**config.mk**
```make
export PLATFORM = sky130hd
export DESIGN_NAME = z480_fetch_flat
export DESIGN_NICKNAME = d
export VERILOG_FILES = /design/src/rtl/z480_fetch_if.sv /design/src/rtl/z480_fetch.sv /design/src/flat_wrapper.sv
export SDC_FILE = /design/constraint.sdc
export NUM_CORES = 1
export LEC_CHECK = 0
export CAP_MARGIN = 20
export CELL_PAD_IN_SITES_DETAIL_PLACEMENT = 1
export CELL_PAD_IN_SITES_GLOBAL_PLACEMENT = 1
export CORE_MARGIN = 5
export CORE_UTILIZATION = 41
export CTS_BUF_LIST = sky130_fd_sc_hd__clkbuf_4
export DETAILED_ROUTE_END_ITERATION = 12
export PLACE_DENSITY = 0.84
export SLEW_MARGIN = 20
export SYNTH_ARGS = -nofsm -noshare
export SYNTH_HDL_FRONTEND = slang
export SYNTH_SLANG_ARGS = --single-unit
```
**constraint.sdc**
```tcl
create_clock -name clk -period 3.5 [get_ports clk]
set_input_delay 0.7 -clock clk [delete_from_list [all_inputs] [get_ports clk]]
set_output_delay 0.7 -clock clk [all_outputs]
set_load 0.02 [all_outputs]
```
**src/rtl/z480_fetch_if.sv**
```systemverilog
// Bus bundle between the Z480 fetch front end, icache_port and decode.
interface z480_fetch_if;
  // icache request channel
  logic        ic_req_valid;
  logic [63:0] ic_req_addr;
  logic        ic_req_ready;
  // icache response channel
  logic        ic_rsp_valid;
  logic [63:0] ic_rsp_addr;
  logic [31:0] ic_rsp_inst;
  logic        ic_rsp_fault;
  logic        ic_rsp_ready;
  // decode channel
  logic        dec_valid;
  logic [63:0] dec_pc;
  logic [31:0] dec_inst;
  logic        dec_fault;
  logic        dec_ready;

  // Fetch side
  modport master (
    output ic_req_valid, ic_req_addr, ic_rsp_ready,
    output dec_valid, dec_pc, dec_inst, dec_fault,
    input  ic_req_ready, ic_rsp_valid, ic_rsp_addr, ic_rsp_inst, ic_rsp_fault,
    input  dec_ready
  );

  // icache_port / decode side
  modport slave (
    input  ic_req_valid, ic_req_addr, ic_rsp_ready,
    input  dec_valid, dec_pc, dec_inst, dec_fault,
    output ic_req_ready, ic_rsp_valid, ic_rsp_addr, ic_rsp_inst, ic_rsp_fault,
    output dec_ready
  );
endinterface

```
**src/rtl/z480_fetch.sv**
```systemverilog
// Z480 instruction-fetch front end: sequential PC generation, in-flight request
// tracking, instruction queue towards decode, redirect flush and fault halt.
module z480_fetch #(
  parameter logic [63:0] RESET_PC  = 64'h0,
  parameter int unsigned IQ_DEPTH  = 4,
  parameter int unsigned MAX_OUTST = 2
) (
  input  logic         clk,
  input  logic         rst_n,
  input  logic         fetch_en,
  input  logic         redirect_valid,
  input  logic [63:0]  redirect_pc,
  z480_fetch_if.master bus
);

  localparam int unsigned OW = $clog2(MAX_OUTST + 1);
  localparam int unsigned CW = $clog2(IQ_DEPTH + 1);
  localparam int unsigned PW = $clog2(IQ_DEPTH);

  logic [63:0]   pc_q, pc_d;
  logic [OW-1:0] outst_q, outst_d;
  logic [OW-1:0] drop_q, drop_d;
  logic          halt_q, halt_d;
  logic [PW-1:0] rd_ptr_q, rd_ptr_d;
  logic [PW-1:0] wr_ptr_q, wr_ptr_d;
  logic [CW-1:0] iq_count_q, iq_count_d;

  logic [63:0] iq_pc    [IQ_DEPTH];
  logic [31:0] iq_inst  [IQ_DEPTH];
  logic        iq_fault [IQ_DEPTH];

  logic [31:0] credit_used;
  logic        req_valid;
  logic        req_fire;
  logic        rsp_fire;
  logic        drop_hit;
  logic        push;
  logic        pop;

  // Every in-flight request owns an IQ slot, so a response can always be pushed.
  assign credit_used = 32'(outst_q) + 32'(iq_count_q);
  assign req_valid   = rst_n & fetch_en & ~redirect_valid & ~halt_q
                     & (32'(outst_q) < MAX_OUTST) & (credit_used < IQ_DEPTH);
  assign req_fire    = req_valid & bus.ic_req_ready;
  assign rsp_fire    = bus.ic_rsp_valid;
  assign drop_hit    = (drop_q != '0);
  assign push        = rsp_fire & ~drop_hit & ~redirect_valid;
  assign pop         = (iq_count_q != '0) & bus.dec_ready & ~redirect_valid;

  assign bus.ic_req_valid = req_valid;
  assign bus.ic_req_addr  = pc_q;
  assign bus.ic_rsp_ready = 1'b1;
  assign bus.dec_valid    = (iq_count_q != '0);
  assign bus.dec_pc       = iq_pc[rd_ptr_q];
  assign bus.dec_inst     = iq_inst[rd_ptr_q];
  assign bus.dec_fault    = iq_fault[rd_ptr_q];

  // Next-state: redirect overrides issue, response and decode activity.
  always_comb begin
    pc_d       = pc_q;
    outst_d    = outst_q + OW'(req_fire) - OW'(rsp_fire);
    drop_d     = drop_q;
    halt_d     = halt_q;
    rd_ptr_d   = rd_ptr_q;
    wr_ptr_d   = wr_ptr_q;
    iq_count_d = iq_count_q;
    if (redirect_valid) begin
      pc_d       = {redirect_pc[63:2], 2'b00};
      // Everything still in flight is stale, including a coincident response.
      drop_d     = outst_q - OW'(rsp_fire);
      halt_d     = 1'b0;
      rd_ptr_d   = '0;
      wr_ptr_d   = '0;
      iq_count_d = '0;
    end else begin
      if (req_fire) begin
        pc_d = pc_q + 64'd4;
      end
      if (rsp_fire && drop_hit) begin
        drop_d = drop_q - OW'(1'b1);
      end
      if (push && bus.ic_rsp_fault) begin
        halt_d = 1'b1;
      end
      if (push) begin
        wr_ptr_d = wr_ptr_q + PW'(1'b1);
      end
      if (pop) begin
        rd_ptr_d = rd_ptr_q + PW'(1'b1);
      end
      iq_count_d = iq_count_q + CW'(push) - CW'(pop);
    end
  end

  // Control state register.
  always_ff @(posedge clk or negedge rst_n) begin
    if (!rst_n) begin
      pc_q       <= RESET_PC;
      outst_q    <= '0;
      drop_q     <= '0;
      halt_q     <= 1'b0;
      rd_ptr_q   <= '0;
      wr_ptr_q   <= '0;
      iq_count_q <= '0;
    end else begin
      pc_q       <= pc_d;
      outst_q    <= outst_d;
      drop_q     <= drop_d;
      halt_q     <= halt_d;
      rd_ptr_q   <= rd_ptr_d;
      wr_ptr_q   <= wr_ptr_d;
      iq_count_q <= iq_count_d;
    end
  end

  // IQ payload storage; validity is tracked by the pointers and count only.
  always_ff @(posedge clk) begin
    if (push) begin
      iq_pc[wr_ptr_q]    <= bus.ic_rsp_addr;
      iq_inst[wr_ptr_q]  <= bus.ic_rsp_inst;
      iq_fault[wr_ptr_q] <= bus.ic_rsp_fault;
    end
  end

endmodule
```
**src/flat_wrapper.sv**
```systemverilog
// flat-port wrapper written by rule: the top's interface ports become plain ports
module z480_fetch_flat 
#(
  parameter logic [63:0] RESET_PC  = 64'h0,
  parameter int unsigned IQ_DEPTH  = 4,
  parameter int unsigned MAX_OUTST = 2
)
  (clk, rst_n, fetch_en, redirect_valid, redirect_pc, bus_ic_req_valid, bus_ic_req_addr, bus_ic_rsp_ready, bus_dec_valid, bus_dec_pc, bus_dec_inst, bus_dec_fault, bus_ic_req_ready, bus_ic_rsp_valid, bus_ic_rsp_addr, bus_ic_rsp_inst, bus_ic_rsp_fault, bus_dec_ready);
  z480_fetch_if bus_i ();
  input  logic clk;
  input  logic rst_n;
  input  logic fetch_en;
  input  logic redirect_valid;
  input  logic [63:0] redirect_pc;
  output wire logic [$bits(bus_i.ic_req_valid)-1:0] bus_ic_req_valid;
  output wire logic [$bits(bus_i.ic_req_addr)-1:0] bus_ic_req_addr;
  output wire logic [$bits(bus_i.ic_rsp_ready)-1:0] bus_ic_rsp_ready;
  output wire logic [$bits(bus_i.dec_valid)-1:0] bus_dec_valid;
  output wire logic [$bits(bus_i.dec_pc)-1:0] bus_dec_pc;
  output wire logic [$bits(bus_i.dec_inst)-1:0] bus_dec_inst;
  output wire logic [$bits(bus_i.dec_fault)-1:0] bus_dec_fault;
  input wire logic [$bits(bus_i.ic_req_ready)-1:0] bus_ic_req_ready;
  input wire logic [$bits(bus_i.ic_rsp_valid)-1:0] bus_ic_rsp_valid;
  input wire logic [$bits(bus_i.ic_rsp_addr)-1:0] bus_ic_rsp_addr;
  input wire logic [$bits(bus_i.ic_rsp_inst)-1:0] bus_ic_rsp_inst;
  input wire logic [$bits(bus_i.ic_rsp_fault)-1:0] bus_ic_rsp_fault;
  input wire logic [$bits(bus_i.dec_ready)-1:0] bus_dec_ready;
  assign bus_ic_req_valid = bus_i.ic_req_valid;
  assign bus_ic_req_addr = bus_i.ic_req_addr;
  assign bus_ic_rsp_ready = bus_i.ic_rsp_ready;
  assign bus_dec_valid = bus_i.dec_valid;
  assign bus_dec_pc = bus_i.dec_pc;
  assign bus_dec_inst = bus_i.dec_inst;
  assign bus_dec_fault = bus_i.dec_fault;
  assign bus_i.ic_req_ready = bus_ic_req_ready;
  assign bus_i.ic_rsp_valid = bus_ic_rsp_valid;
  assign bus_i.ic_rsp_addr = bus_ic_rsp_addr;
  assign bus_i.ic_rsp_inst = bus_ic_rsp_inst;
  assign bus_i.ic_rsp_fault = bus_ic_rsp_fault;
  assign bus_i.dec_ready = bus_dec_ready;
  z480_fetch #(.RESET_PC(RESET_PC), .IQ_DEPTH(IQ_DEPTH), .MAX_OUTST(MAX_OUTST)) u_core (.clk(clk), .rst_n(rst_n), .fetch_en(fetch_en), .redirect_valid(redirect_valid), .redirect_pc(redirect_pc), .bus(bus_i));
endmodule
```
# Yosys cells after proc, flatten, opt, wreduce, memory -nomap -nowiden
# Memory sizes are Yosys's and may differ from the RTL's.
# Index checks and enable logic that the tools add are counted.
[totals]
ff_bits = 76
ramBits = 388
in_bits = 168
out_inout_bits = 164
elab_cells = 57
mem_count = 3
[mem_list]
columns = ["memory", "words", "width", "read_ports", "rd_ports_with_merged_regs", "wr", "line", "rtl"]
rows = [
  ["u_core.iq_pc", 4, 64, 1, 0, 1, "z480_fetch.sv:28", "logic [63:0] iq_pc [IQ_DEPTH];"],
  ["u_core.iq_inst", 4, 32, 1, 0, 1, "z480_fetch.sv:29", "logic [31:0] iq_inst [IQ_DEPTH];"],
  ["u_core.iq_fault", 4, 1, 1, 0, 1, "z480_fetch.sv:30", "logic iq_fault [IQ_DEPTH];"],
]
[op_classes]
n_addsub = 10
order_cmp = 2
muxes = 13
bitwise_logic = 13
n_reduce_logical = 9
[ops]
columns = ["cell", "count"]
rows = [
  ["64-bit two-way mux", 2],
  ["64-bit by 3-bit adder with 64-bit output (second input constant)", 1],
  ["32-bit by 3-bit less-than comparator with 1-bit output (second input constant)", 1],
  ["2-bit two-way mux", 6],
  ["2-bit nonzero test", 6],
  ["1-bit bitwise AND", 10],
  ["2-bit by 1-bit adder with 2-bit output (second input constant)", 2],
  ["2-bit by 3-bit adder with 4-bit output", 1],
  ["1-bit two-way mux", 4],
  ["2-bit by 1-bit subtractor with 2-bit output", 2],
  ["3-bit by 1-bit adder with 3-bit output", 1],
  ["3-bit two-way mux", 1],
  ["1-bit inverter", 3],
  ["3-bit nonzero test", 1],
  ["3-bit by 1-bit subtractor with 3-bit output", 1],
  ["2-bit by 1-bit adder with 2-bit output", 1],
  ["1-bit logical AND", 2],
  ["2-bit less-than comparator (second input constant)", 1],
  ["2-bit by 1-bit subtractor with 2-bit output (second input constant)", 1],
]

# Logic depth before layout (Yosys ltp)
[depth]
ltp_word = 8
ltp_mapped = 11
mapped_depth_nobuf = 10

# Worst setup path after synthesis
# No wires, ideal clock.
[synth_path]
kind = "input to register"
from = "in redirect_valid"
to = "mem u_core.iq_fault[0] (enable)"
arrival_ns = 3.624
t_required_ns = 3.033
slack_ns = -0.591
cell_stages = 4
n_path_buf = 2
cell_sequence = "clkbuf_1 buf_1 nor2_1 and2_1"
[synth_between]
elab_chain_cells = 4
[synth_lines]
columns = ["item", "line", "rtl"]
rows = [
  ["start, declared", "flat_wrapper.sv:13", "input logic redirect_valid;"],
  ["1-bit inverter", "z480_fetch.sv:47", "assign push = rsp_fire & ~drop_hit & ~redirect_valid;"],
  ["1-bit bitwise AND", "z480_fetch.sv:47", ""],
  ["1-bit two-way mux", "z480_fetch.sv:118", "if (push) begin"],
  ["1-bit two-way mux (not written as such)", "z480_fetch.sv:121", "iq_fault[wr_ptr_q] <= bus.ic_rsp_fault;"],
  ["end, declared", "z480_fetch.sv:30", ""],
]
# Every way passes these cells.

# Final worst setup path
[layout_path]
from = "reg u_core.rd_ptr_q[0]"
to = "out bus_dec_inst[18]"
[layout_between]
elab_chain_cells = 1
[layout_lines]
columns = ["item", "line", "rtl"]
rows = [
  ["start, declared", "z480_fetch.sv:24", "logic [PW-1:0] rd_ptr_q, rd_ptr_d;"],
  ["start signal, assigned", "z480_fetch.sv:110", "rd_ptr_q <= rd_ptr_d;"],
  ["memory read 4 x 32 bit", "-", ""],
  ["end, declared", "flat_wrapper.sv:20", "output wire logic [$bits(bus_i.dec_inst)-1:0] bus_dec_inst;"],
]
# Every way passes these cells.

==> results.cfg <==
[sta]
max_slew.worst_pin.slew_ns = 0.9335
timing.final.ws_setup_ns = 0.1345
period_share_pct = 96.16
rsz_0062_raised_after_global_routing = false
report.final.slew_viol_count = 0
max-slew-margin-rel_pct = 37.70
finalHoldViolCount = 0
max_clock_freq_mhz = 297.1
layout_skew_ns = 0.09969
setup_viol = 0
finalCriticalPeriod_ns = 3.365

[synth]
synth.avg_cell_area_um2 = 17.27
postSynth.topFlopCell = sky130_fd_sc_hd__edfxtp_1
yosysUniqueCellTypes = 51
postSynthCellCount = 1089
asyncSetResetFlopFracSynth_pct = 16.02
synth_edf_count = 388
largest_cells_by_area_after_synthesis = sky130_fd_sc_hd__edfxtp_1, sky130_fd_sc_hd__mux4_2, sky130_fd_sc_hd__dfrtp_1
seq_area_frac_synth_pct = 71.81
synth-warning-count = 0
yosys_register_bits = 462
synthesis.area_um2 = 18800
yosysTopAreaCell = sky130_fd_sc_hd__edfxtp_1
yosysTopAreaCellShare_pct = 61.96

[pwr]
total_power_mw = 14.80
power.static_leakage_nw = 8.803
power.ir.vdd_worst_mv = 0.3064
power-per-cell-area_nw_per_um2 = 600.9

[die]
dieHeight_um = 224.2
horizontal_extent_of_the_die_um = 224.2
area_enclosed_by_the_die_boundary_um2 = 50240
placementRows = 78
io_pins = 332
initial_core_util_pct = 41.43
core_region_area_um2 = 45380

[placed_design]
place_congestion = 0.8748
io_buffers = 326
place_hpwl_mm = 36.59
placement.cell_area_um2 = 23000
pre_cts_slack_ns = 0.5277

[worst_setup_path]
startpoint_type = flop
critPathMaxFanout = 15
critical_path.cell_chain = clkbuf_16 > mux4_2 > clkdlybuf4s50_1
critical_path.n_buffers_inverters = 2
required_time_worst_endpoint_ns = 2.80
worst-endpoint-arrival_ns = 2.67
worst-r2r-setup-slack_ns = 0.70
crit_path_top_delay_cell = sky130_fd_sc_hd__clkdlybuf4s50_1
timing.critical_path.from = u_core.rd_ptr_q[0]
type_of_the_worst_setup_path = reg2out
critical-path-max-stage-delay_ns = 0.55
crit_path_end_kind = primary output
crit_family = buffers and inverters
r2r-start = u_core.bus.ic_req_addr[2]

[routing]
dr.first_iter.drc_count = 1062
wirelength_mm = 56.54
via_count = 12410
detail_route.drc_violations = 0
routed_via_density = 5.599
antenna_left = 0
avgRoutedWirePerCell_um = 25.51
detail_route.first_pass.iterations = 5

[grt]
largest_net_degree_at_the_start_of_global_routing = 74
number_of_global_route_vias_before_repair = 13660
globalRouteTotalUtil_pct = 22.11
global_route.overflow_total = 0
grt_pass1_wl_mm = 84.69
number_of_antenna_violations_at_the_first_check_in_global_routing = 8

[final_layout]
filler_cell_count = 4362
multi_input_combinational_cell_area_um2 = 4995
finalNetCount = 1701
area_growth_syn_to_layout_pct = 31.00
post_route_cells_drive_above_1_share_pct = 20.26
finish.instance_area_um2 = 24630
post-route-util_pct = 54.28
seqCellArea_um2 = 13510

[clock_network]
clock-sinks = 462
clock_tree_from_tritoncts = yes
clkSlewWorstSetupHoldPaths_ns = 0.07
htreeDepth = 3
clk_root_buffer_cell = sky130_fd_sc_hd__clkbuf_4
cts-root-to-sink-buffers = 3
cts_inserted_buffers = 116
clk_latency_worst_skew_pair_ns = 0.89

[run]
cap_viol_max_count = 0

[min_path]
holdCritStartpoint = redirect_valid
timing.hold.worst.class = in2reg

[status]
status = completed
## layer usage
| layer | GRT usage [%] | vias up | part of all wire [%] | wire length, um |
|---|---|---|---|---|
| li1 | - | 5346 | - | - |
| met1 | 26.95 | 6345 | 38 | 21510 |
| met2 | 37.28 | 610 | 51 | 28610 |
| met3 | 7.142 | 101 | 9.0 | 5063 |
| met4 | 7.787 | 6 | 2.3 | 1314 |
| met5 | 0 | - | 0.060 | 34 |
## through the flow
stage                     setup TNS, ns  hold WS [ns]  cells
after global placement                0        0.4967   1991
final                                 0        0.2677   2216
after floorplan                       0        0.4044   1090
after global routing                  0        0.2024   2211
after detailed placement              0        0.5051   1991
after CTS                        -5.494        0.1521   2204
## path summary, 6_finish.rpt
kind                                               to  cells past startpoint
min reg2reg                             u_core.halt_q                      1
min in group asynchronous  u_core.bus.ic_req_addr[48]                      3
max in group asynchronous          u_core.rd_ptr_q[1]                      4
max reg2reg                u_core.bus.ic_req_addr[57]                      5
min                              u_core.iq_count_q[2]                      2
max                                  bus_dec_inst[18]                      3
## kinds of logic (layout without fill, tap and decap cells)
group | count (synthesis) | count (layout) | share of synthesized area, %
XOR/XNOR | 15 | 15 | 0.6987
buffers and inverters | 79 | 598 | 1.710
flip-flops | 462 | 462 | 71.81
other | 2 | 10 | 0.03994
AO/OA/AOI/OAI | 117 | 117 | 4.292
adder cells (fa/ha/maj) | 12 | 12 | 0.8384
AND/OR/NAND/NOR | 299 | 299 | 8.671
multiplexers | 103 | 103 | 11.94
## cell usage in the layout (no fill, tap or decap), types with 4 or more instances in the layout
master                            instances
sky130_fd_sc_hd__edfxtp_1               388
sky130_fd_sc_hd__clkdlybuf4s50_1        228
sky130_fd_sc_hd__clkbuf_4               156
sky130_fd_sc_hd__mux4_2                  97
sky130_fd_sc_hd__nand2_1                 76
sky130_fd_sc_hd__dfrtp_1                 72
sky130_fd_sc_hd__nand3_1                 58
sky130_fd_sc_hd__dlymetal6s2s_1          55
sky130_fd_sc_hd__dlygate4sd2_1           41
sky130_fd_sc_hd__clkinv_1                40
sky130_fd_sc_hd__nand4_1                 35
sky130_fd_sc_hd__nor2_1                  32
sky130_fd_sc_hd__buf_4                   30
sky130_fd_sc_hd__o211ai_1                25
sky130_fd_sc_hd__o21ai_0                 23
sky130_fd_sc_hd__inv_1                   21
sky130_fd_sc_hd__a21oi_1                 21
sky130_fd_sc_hd__nor4_1                  19
sky130_fd_sc_hd__nor3_1                  17
sky130_fd_sc_hd__or4_1                   13
sky130_fd_sc_hd__or3_1                   11
sky130_fd_sc_hd__a22oi_1                 11
sky130_fd_sc_hd__ha_1                    11
sky130_fd_sc_hd__buf_12                  11
sky130_fd_sc_hd__and3_1                  10
sky130_fd_sc_hd__o311ai_0                10
sky130_fd_sc_hd__xnor2_1                  8
sky130_fd_sc_hd__diode_2                  7
sky130_fd_sc_hd__xor2_1                   7
sky130_fd_sc_hd__a221o_1                  7
sky130_fd_sc_hd__mux2i_1                  6
sky130_fd_sc_hd__clkinv_2                 6
sky130_fd_sc_hd__a21o_1                   5
sky130_fd_sc_hd__and2_4                   4
sky130_fd_sc_hd__o31a_1                   4
## registers in the layout (all words and copies together), names as in the netlist
| name | cells |
|---|---|
| u_core.wr_ptr_q | 2 |
| u_core.drop_q | 2 |
| u_core.iq_pc | 256 |
| u_core.iq_fault | 4 |
| u_core.rd_ptr_q | 2 |
| u_core.bus.ic_req_addr | 62 |
| u_core.outst_q | 2 |
| u_core.iq_count_q | 3 |
| u_core.halt_q | 1 |
| u_core.iq_inst | 128 |
## power by group
group	internal [mW]	switching [mW]	total [mW]	leakage, nW
sequential	6.29	0.286	6.57	4.40
clock	2.08	2.26	4.34	0.817
combinational	1.90	1.99	3.89	3.58
## repair_timing
item | CTS | global route
cloned | 0 | 2
endpoints found under the hold margin | 17 | 0
hold buffers | 1 | 0
resized for setup | 41 | 57
setup endpoints to repair | 94 | 55
setup buffers | 6 | 3
## area by class of cell
cell class                      instances  area share [%]
Sequential cell                       462           54.85
Multi-Input combinational cell        549           20.28
Timing Repair Buffer                  371           15.81
Clock buffer                          156           4.754
Tap cell                              600           3.048
Clock inverter                         50          0.8686
Inverter                               21          0.3200
Antenna cell                            7         0.07111
## cells in the mapped netlist, types with 13 or more instances
master                     instances
sky130_fd_sc_hd__nand2_1          76
sky130_fd_sc_hd__nand3_1          58
sky130_fd_sc_hd__or4_1            13
sky130_fd_sc_hd__o211ai_1         25
sky130_fd_sc_hd__nand4_1          35
sky130_fd_sc_hd__inv_1            21
sky130_fd_sc_hd__clkbuf_1         33
sky130_fd_sc_hd__dfrtp_1          74
sky130_fd_sc_hd__mux4_2           97
sky130_fd_sc_hd__nor4_1           19
sky130_fd_sc_hd__a21oi_1          21
sky130_fd_sc_hd__o21ai_0          23
sky130_fd_sc_hd__nor2_1           33
sky130_fd_sc_hd__nor3_1           17
sky130_fd_sc_hd__edfxtp_1        388
Note: power is estimated with default switching activity, not from simulation.
